==> src/rtl/rtype_issue.sv <==
// RV32 R-type decode and issue stage: decodes instruction words, reads operands from a
// 32x32 register file, issues one operation at a time to the ALU, commits its writeback.
module rtype_issue #(
    parameter int CHECK_FUNCT7 = 1
) (
    input  logic        clk,
    input  logic        rst,
    input  logic        instr_valid,
    output logic        instr_ready,
    input  logic [31:0] instr,
    output logic        issue_valid,
    input  logic        issue_ready,
    output logic [2:0]  funct3,
    output logic        bit_th,
    output logic [31:0] in1,
    output logic [31:0] in2,
    output logic [4:0]  rd,
    input  logic        wb_valid,
    input  logic [4:0]  wb_rd,
    input  logic [31:0] wb_data,
    output logic        illegal
);

    typedef enum logic [1:0] {
        S_IDLE,
        S_ISSUE,
        S_WAIT_WB
    } state_t;

    state_t      r_state;
    logic [31:0] r_rf [32];
    logic [4:0]  r_pending_rd;
    logic        r_issue_valid;
    logic [2:0]  r_funct3;
    logic        r_bit_th;
    logic [31:0] r_in1;
    logic [31:0] r_in2;
    logic [4:0]  r_rd;
    logic        r_illegal;

    logic [6:0]  w_opcode;
    logic [6:0]  w_funct7;
    logic [2:0]  w_funct3;
    logic [4:0]  w_rs1;
    logic [4:0]  w_rs2;
    logic [4:0]  w_rd;
    logic        w_f7_ok;
    logic        w_legal;
    logic        w_wb_match;
    logic        w_instr_ready;
    logic        w_accept;
    logic        w_take;
    logic        w_drop;
    logic [31:0] w_op1;
    logic [31:0] w_op2;

    assign w_opcode = instr[6:0];
    assign w_rd     = instr[11:7];
    assign w_funct3 = instr[14:12];
    assign w_rs1    = instr[19:15];
    assign w_rs2    = instr[24:20];
    assign w_funct7 = instr[31:25];

    // With checking disabled only funct7[5] matters, so every funct7 pattern is accepted.
    assign w_f7_ok = (CHECK_FUNCT7 != 0)
                   ? ((w_funct7 == 7'b0000000) ||
                      ((w_funct7 == 7'b0100000) && ((w_funct3 == 3'b000) || (w_funct3 == 3'b101))))
                   : 1'b1;
    assign w_legal = (w_opcode == 7'b0110011) && w_f7_ok;

    assign w_wb_match = wb_valid && (wb_rd == r_pending_rd);

    always_comb begin
        w_instr_ready = 1'b0;
        if (!rst) begin
            case (r_state)
                S_IDLE:    w_instr_ready = 1'b1;
                S_WAIT_WB: w_instr_ready = w_wb_match;
                default:   w_instr_ready = 1'b0;
            endcase
        end
    end

    assign w_accept = instr_valid && w_instr_ready;
    assign w_take   = w_accept && w_legal;
    assign w_drop   = w_accept && !w_legal;

    // Same-cycle writeback bypasses the register file so dependent ops issue without a bubble.
    assign w_op1 = (w_rs1 == 5'd0) ? 32'd0
                 : (wb_valid && (wb_rd == w_rs1)) ? wb_data : r_rf[w_rs1];
    assign w_op2 = (w_rs2 == 5'd0) ? 32'd0
                 : (wb_valid && (wb_rd == w_rs2)) ? wb_data : r_rf[w_rs2];

    always_ff @(posedge clk) begin
        if (rst) begin
            r_state       <= S_IDLE;
            r_pending_rd  <= 5'd0;
            r_issue_valid <= 1'b0;
            r_funct3      <= 3'd0;
            r_bit_th      <= 1'b0;
            r_in1         <= 32'd0;
            r_in2         <= 32'd0;
            r_rd          <= 5'd0;
            r_illegal     <= 1'b0;
            for (int i = 0; i < 32; i++) begin
                r_rf[i] <= 32'd0;
            end
        end else begin
            r_illegal <= w_drop;

            if (wb_valid && (wb_rd != 5'd0)) begin
                r_rf[wb_rd] <= wb_data;
            end

            if (w_take) begin
                r_issue_valid <= 1'b1;
                r_funct3      <= w_funct3;
                r_bit_th      <= w_funct7[5];
                r_in1         <= w_op1;
                r_in2         <= w_op2;
                r_rd          <= w_rd;
            end

            case (r_state)
                S_IDLE: begin
                    if (w_take) begin
                        r_state <= S_ISSUE;
                    end
                end
                S_ISSUE: begin
                    if (issue_ready) begin
                        r_issue_valid <= 1'b0;
                        if (r_rd == 5'd0) begin
                            r_state <= S_IDLE;
                        end else begin
                            r_pending_rd <= r_rd;
                            r_state      <= S_WAIT_WB;
                        end
                    end
                end
                S_WAIT_WB: begin
                    if (w_wb_match) begin
                        r_state <= w_take ? S_ISSUE : S_IDLE;
                    end
                end
                default: r_state <= S_IDLE;
            endcase
        end
    end

    assign instr_ready = w_instr_ready;
    assign issue_valid = r_issue_valid;
    assign funct3      = r_funct3;
    assign bit_th      = r_bit_th;
    assign in1         = r_in1;
    assign in2         = r_in2;
    assign rd          = r_rd;
    assign illegal     = r_illegal;

endmodule

==> config.mk <==
export PLATFORM = sky130hd
export DESIGN_NAME = rtype_issue
export DESIGN_NICKNAME = d
export VERILOG_FILES = /design/src/rtl/rtype_issue.sv
export SDC_FILE = /design/constraint.sdc
export NUM_CORES = 2
export LEC_CHECK = 0
export ABC_AREA = 1
export CAP_MARGIN = 10
export CORE_MARGIN = 2
export CORE_UTILIZATION = 40
export DETAILED_ROUTE_END_ITERATION = 8
export GPL_TIMING_DRIVEN = 1
export PLACE_DENSITY = 0.53
export SLEW_MARGIN = 20
export SYNTH_ARGS = -nofsm -noshare
export SYNTH_HDL_FRONTEND = slang
export SYNTH_SLANG_ARGS = --single-unit
export TNS_END_PERCENT = 20
==> constraint.sdc <==
create_clock -name clk -period 4 [get_ports clk]
set_input_delay 1 -clock clk [delete_from_list [all_inputs] [get_ports clk]]
set_output_delay 1 -clock clk [all_outputs]
set_load 0.02 [all_outputs]
==> results <==
- The run finished with clean final reports.
- Along the worst path, the maximum fanout reaches 3.
- 150 I/O pins were placed.
- The first TritonRoute pass finished after 8 iterations.
- The slack of the worst reg-to-reg path is 1.98 ns.
- The combined area of all synthesized cells is 60900 um^2.
- The worst setup path is of the input port to primary output kind.
- The count of clock tree sinks is 1106.
- The required time reported for the critical path endpoint is 3.00 ns.
- No sink is reached through more buffers than the 3 on the longest clock path.
- The number of different library cells used by synthesis comes to 29.
- The total global-route track usage is 0.295.
- Across the VDD grid, the largest voltage drop is 400 uV.
- The cell type contributing the most total cell area after synthesis is sky130_fd_sc_hd__edfxtp_1.
- The mean routed wirelength per cell is roughly 24 um.
- The number of failing setup endpoints in the final timing report is 0.
- After floorplanning, the core was sized to cover between 150000 and 200000 um^2.
- For this configuration, the core starts out at a cell density of 0.402.
- The max-cap check violation count is 0.
- The count of routing violations after the opening detailed-route iteration is 6787.
- Of the cells placed in the final design, the portion with a size suffix greater than 1 is 0.0706.
- The worst setup path is launched from an input port.
- Of the post-synthesis cell area, the dominant cell type holds 0.505.
- The horizontal die dimension is ~390 um.
- Clock skew on the completed layout was measured at 0.0184 ns.
- The mean area per synthesized cell is approximately 7.7 um^2.
- The total of cells resized after clock tree synthesis is 0.
- The number of hold-slack violations in the final timing report is 0.
- The launch point of the worst reg-to-reg path is r_pending_rd[2].
- Synthesis produced 7876 cells.
- For the worst-skew pair, the clock arrives at the later sink with an insertion delay of 0.76 ns.
- The worst hold path was traced through 2 stages.
- The endpoint of the worst register-to-register path is in2[11].
- Ranked by total cell area, the synthesized netlist is headed by sky130_fd_sc_hd__edfxtp_1 (51%), sky130_fd_sc_hd__nand2_1 (15%), sky130_fd_sc_hd__nor2_1 (9.4%).
- The number of warnings printed during yosys synthesis is 0.
- The worst path needs 3.82 ns of the cycle, external delays included.
- Clock tree synthesis inserted a total of 121 buffers.
- The startpoint of the most critical hold path is in1[10].
- The leakage component of the power is 28.6 nW.
- The clock slew seen by the registers of the worst setup and hold paths is 0.06 ns.
- The number of global-route vias before repair is a little over 50000.
- The overall power of the completed layout is ~0.029 W.
- Dividing the detail-routed via count by the number of cells gives 5.58.
- The pin count of the biggest net entering global routing is 148.
- The H-tree depth is 3.
- The residual DRC count is 0.
- The number of hold-repair buffers added at the cts stage is 0.
- Setup repair after global routing left no endpoint under its margin.
- The detailed-route via count is between 50000 and 60000.
- The worst hold path terminates at in1[10].
- The first global-routing pass estimated about 340000 um of wire.
- The total detailed-routing wirelength is 235000 um.
- For this design the ratio of total power to cell area is 413 nW/um^2.
- In this run the tightest slew margin relative to its limit is 0.401.
- The class of the most critical hold timing path is flop to flop.
- The die span in y is 394 um.
- The relative area change from synthesis to final layout is 13.9%.
- The max-slew violation count was 0.
- Counting cells, the worst reg-to-reg path comes to 12.
- Summed over all layers, the global routing overflow is 0.
- Detailed placement finished with a half-perimeter wire length of 141000 um.
- At the end of the flow, the number of nets in the layout was just under 8000.
- TritonCTS built the clock tree.
- Routability-driven placement finished with a final weighted congestion of 0.911.
- In this run, synthesis produced a sequential element count of 1106.
- Setup total negative slack on the finished layout was measured at 0 ns.
- In this run the tool buffered the top-level ports with 149 buffer cells.
- Based on the critical path, the design can be clocked at up to approximately 260 MHz.
- Data on the critical path arrives at its endpoint at between 2 and 3 ns.
- The number of buffers inserted by post-CTS setup repair is 0.
- STA classifies the critical path endpoint as a primary output.
- The actual slew at the worst max-slew pin is ~0.9 ns.
- The number of routed nets with antenna violations is 0.
- The number of antenna violations at the first check in global routing is 7.
- Dividing the final minimum period by the clock period gives 0.955.
- The share of the Yosys chip area taken by registers is 0.532.
- The CTS root buffer is sky130_fd_sc_hd__clkbuf_16.
- After floorplanning, the core was divided into 143 placement rows.
- The die covers 155000 um^2.
## logic make-up (layout without fill, tap and decap cells)
group / after synthesis / after routing / synth area share
flip-flops: 1106 / 1106 / 0.532
AO/OA/AOI/OAI: 611 / 611 / 0.0587
buffers and inverters: 1105 / 1086 / 0.0736
other: 1 / 34 / 0.0000616
XOR/XNOR: 1 / 1 / 0.000144
AND/OR/NAND/NOR: 5052 / 5052 / 0.335
## final cells by class
| class | count | area, um^2 |
|---|---|---|
| multi-input combinational | 5696 | 24300 |
| antenna | 2 | 5.00 |
| inverter | 460 | 1750 |
| clock inverter | 65 | 647 |
| sequential | 1106 | 32400 |
| timing repair buffer | 398 | 4450 |
| fill | 14700 | 82200 |
| clock buffer | 163 | 3240 |
| tap | 2030 | 2540 |
## synth_stat cells
library cell / count
sky130_fd_sc_hd__nor3b_1: 1
sky130_fd_sc_hd__nand4_1: 12
sky130_fd_sc_hd__buf_1: 60
sky130_fd_sc_hd__nand4_4: 1
sky130_fd_sc_hd__inv_2: 3
sky130_fd_sc_hd__nand2_1: 2486
sky130_fd_sc_hd__nor3_2: 3
sky130_fd_sc_hd__nand3_1: 949
sky130_fd_sc_hd__buf_2: 258
sky130_fd_sc_hd__or2_2: 55
sky130_fd_sc_hd__o21ai_0: 82
sky130_fd_sc_hd__o211ai_1: 204
sky130_fd_sc_hd__xor2_1: 1
sky130_fd_sc_hd__edfxtp_1: 1024
sky130_fd_sc_hd__nand2_2: 1
sky130_fd_sc_hd__dfxtp_1: 82
sky130_fd_sc_hd__clkinv_1: 4
sky130_fd_sc_hd__buf_4: 3
sky130_fd_sc_hd__nor3_1: 20
sky130_fd_sc_hd__nor2_1: 1517
sky130_fd_sc_hd__nor4_1: 1
sky130_fd_sc_hd__inv_1: 453
sky130_fd_sc_hd__nor2_2: 4
sky130_fd_sc_hd__conb_1: 1
sky130_fd_sc_hd__nand4_2: 1
sky130_fd_sc_hd__o22ai_1: 2
sky130_fd_sc_hd__nand3b_1: 1
sky130_fd_sc_hd__clkbuf_1: 324
sky130_fd_sc_hd__a21oi_1: 323
## state kept, by name, summed over array words and instances, names as in the netlist
| signal | count |
|---|---|
| r_state | 2 |
| bit_th | 1 |
| funct3 | 3 |
| r_pending_rd | 5 |
| r_rf | 1024 |
| illegal | 1 |
| issue_valid | 1 |
| in2 | 32 |
| rd | 5 |
| in1 | 32 |
## metal layers
layer	routed length, um	share of wire	track usage	up-vias
met2	105000	0.45	0.460	2936
met1	97200	0.41	0.404	26500
li1	-	-	-	25400
met5	27	0.00011	0	-
met3	25200	0.11	0.0636	479
met4	7670	0.033	0.105	4
## layout by cell type (no fill, tap or decap), types with 4 or more instances in the layout
| master | Yosys | routed |
|---|---|---|
| sky130_fd_sc_hd__clkinv_2 | 0 | 27 |
| sky130_fd_sc_hd__nand3_1 | 949 | 947 |
| sky130_fd_sc_hd__clkinv_1 | 4 | 22 |
| sky130_fd_sc_hd__a21oi_1 | 323 | 323 |
| sky130_fd_sc_hd__inv_6 | 0 | 6 |
| sky130_fd_sc_hd__buf_6 | 0 | 4 |
| sky130_fd_sc_hd__edfxtp_1 | 1024 | 1024 |
| sky130_fd_sc_hd__nand4_1 | 12 | 12 |
| sky130_fd_sc_hd__nand2_1 | 2486 | 2439 |
| sky130_fd_sc_hd__buf_12 | 0 | 87 |
| sky130_fd_sc_hd__dfxtp_1 | 82 | 82 |
| sky130_fd_sc_hd__nor3_2 | 3 | 4 |
| sky130_fd_sc_hd__buf_4 | 3 | 165 |
| sky130_fd_sc_hd__or2_2 | 55 | 55 |
| sky130_fd_sc_hd__nor2_1 | 1517 | 1514 |
| sky130_fd_sc_hd__clkbuf_16 | 0 | 122 |
| sky130_fd_sc_hd__conb_1 | 1 | 32 |
| sky130_fd_sc_hd__inv_1 | 453 | 450 |
| sky130_fd_sc_hd__nand2_2 | 1 | 48 |
| sky130_fd_sc_hd__clkbuf_1 | 324 | 38 |
| sky130_fd_sc_hd__bufinv_16 | 0 | 12 |
| sky130_fd_sc_hd__o211ai_1 | 204 | 204 |
| sky130_fd_sc_hd__o21ai_0 | 82 | 82 |
| sky130_fd_sc_hd__nor3_1 | 20 | 19 |
| sky130_fd_sc_hd__nor2_4 | 0 | 4 |
| sky130_fd_sc_hd__clkdlybuf4s50_1 | 0 | 138 |
## how the worst max path moves through the flow
stage / slack (ns) / to / from / cells after the start
6_report: 0.18 / instr_ready / wb_rd[4] / 10
4_1_cts: 0.17 / instr_ready / wb_rd[3] / 10
3_3_place_gp: 0.12 / instr_ready / wb_rd[3] / 10
2_1_floorplan: 0.75 / r_rf[28][0] / wb_rd[3] / 8
5_1_grt: 0.07 / instr_ready / wb_rd[4] / 10
3_5_place_dp: 0.19 / instr_ready / wb_rd[4] / 10
## per-stage QoR
stage | worst slack, ns | cells | cell area, um^2 | util | hold slack [ns]
floorplan | 0.751 | 7907 | 61000 | - | 0.444
global placement | 0.117 | 9690 | 65400 | 0.432 | 0.452
detailed placement | 0.187 | 9690 | 65400 | 0.432 | 0.454
CTS | 0.168 | 9918 | 69300 | 0.457 | 0.464
global route | 0.0688 | 9919 | 69300 | 0.457 | 0.480
finish | 0.179 | 9920 | 69300 | 0.457 | 0.462
## power by group
part           internal, W  switching (W)  total (W)  leakage [nW]
clock network      0.00642        0.00486     0.0113          1.90
logic              0.00105        0.00282    0.00387          16.3
registers           0.0132       0.000247     0.0135          10.4
total               0.0207        0.00793     0.0286          28.6
## critical path: stages
cell and delay [ns]:
sky130_fd_sc_hd__clkdlybuf4s50_1 0.52, sky130_fd_sc_hd__inv_1 0.07, sky130_fd_sc_hd__nand2_1 0.06, sky130_fd_sc_hd__nand2_1 0.04
sky130_fd_sc_hd__nor2_1 0.10, sky130_fd_sc_hd__nand3_1 0.11, sky130_fd_sc_hd__nand2_2 0.08, sky130_fd_sc_hd__inv_1 0.05
sky130_fd_sc_hd__nor3_1 0.15, sky130_fd_sc_hd__clkdlybuf4s50_1 0.64
Power figures use the tool's default switching activity.
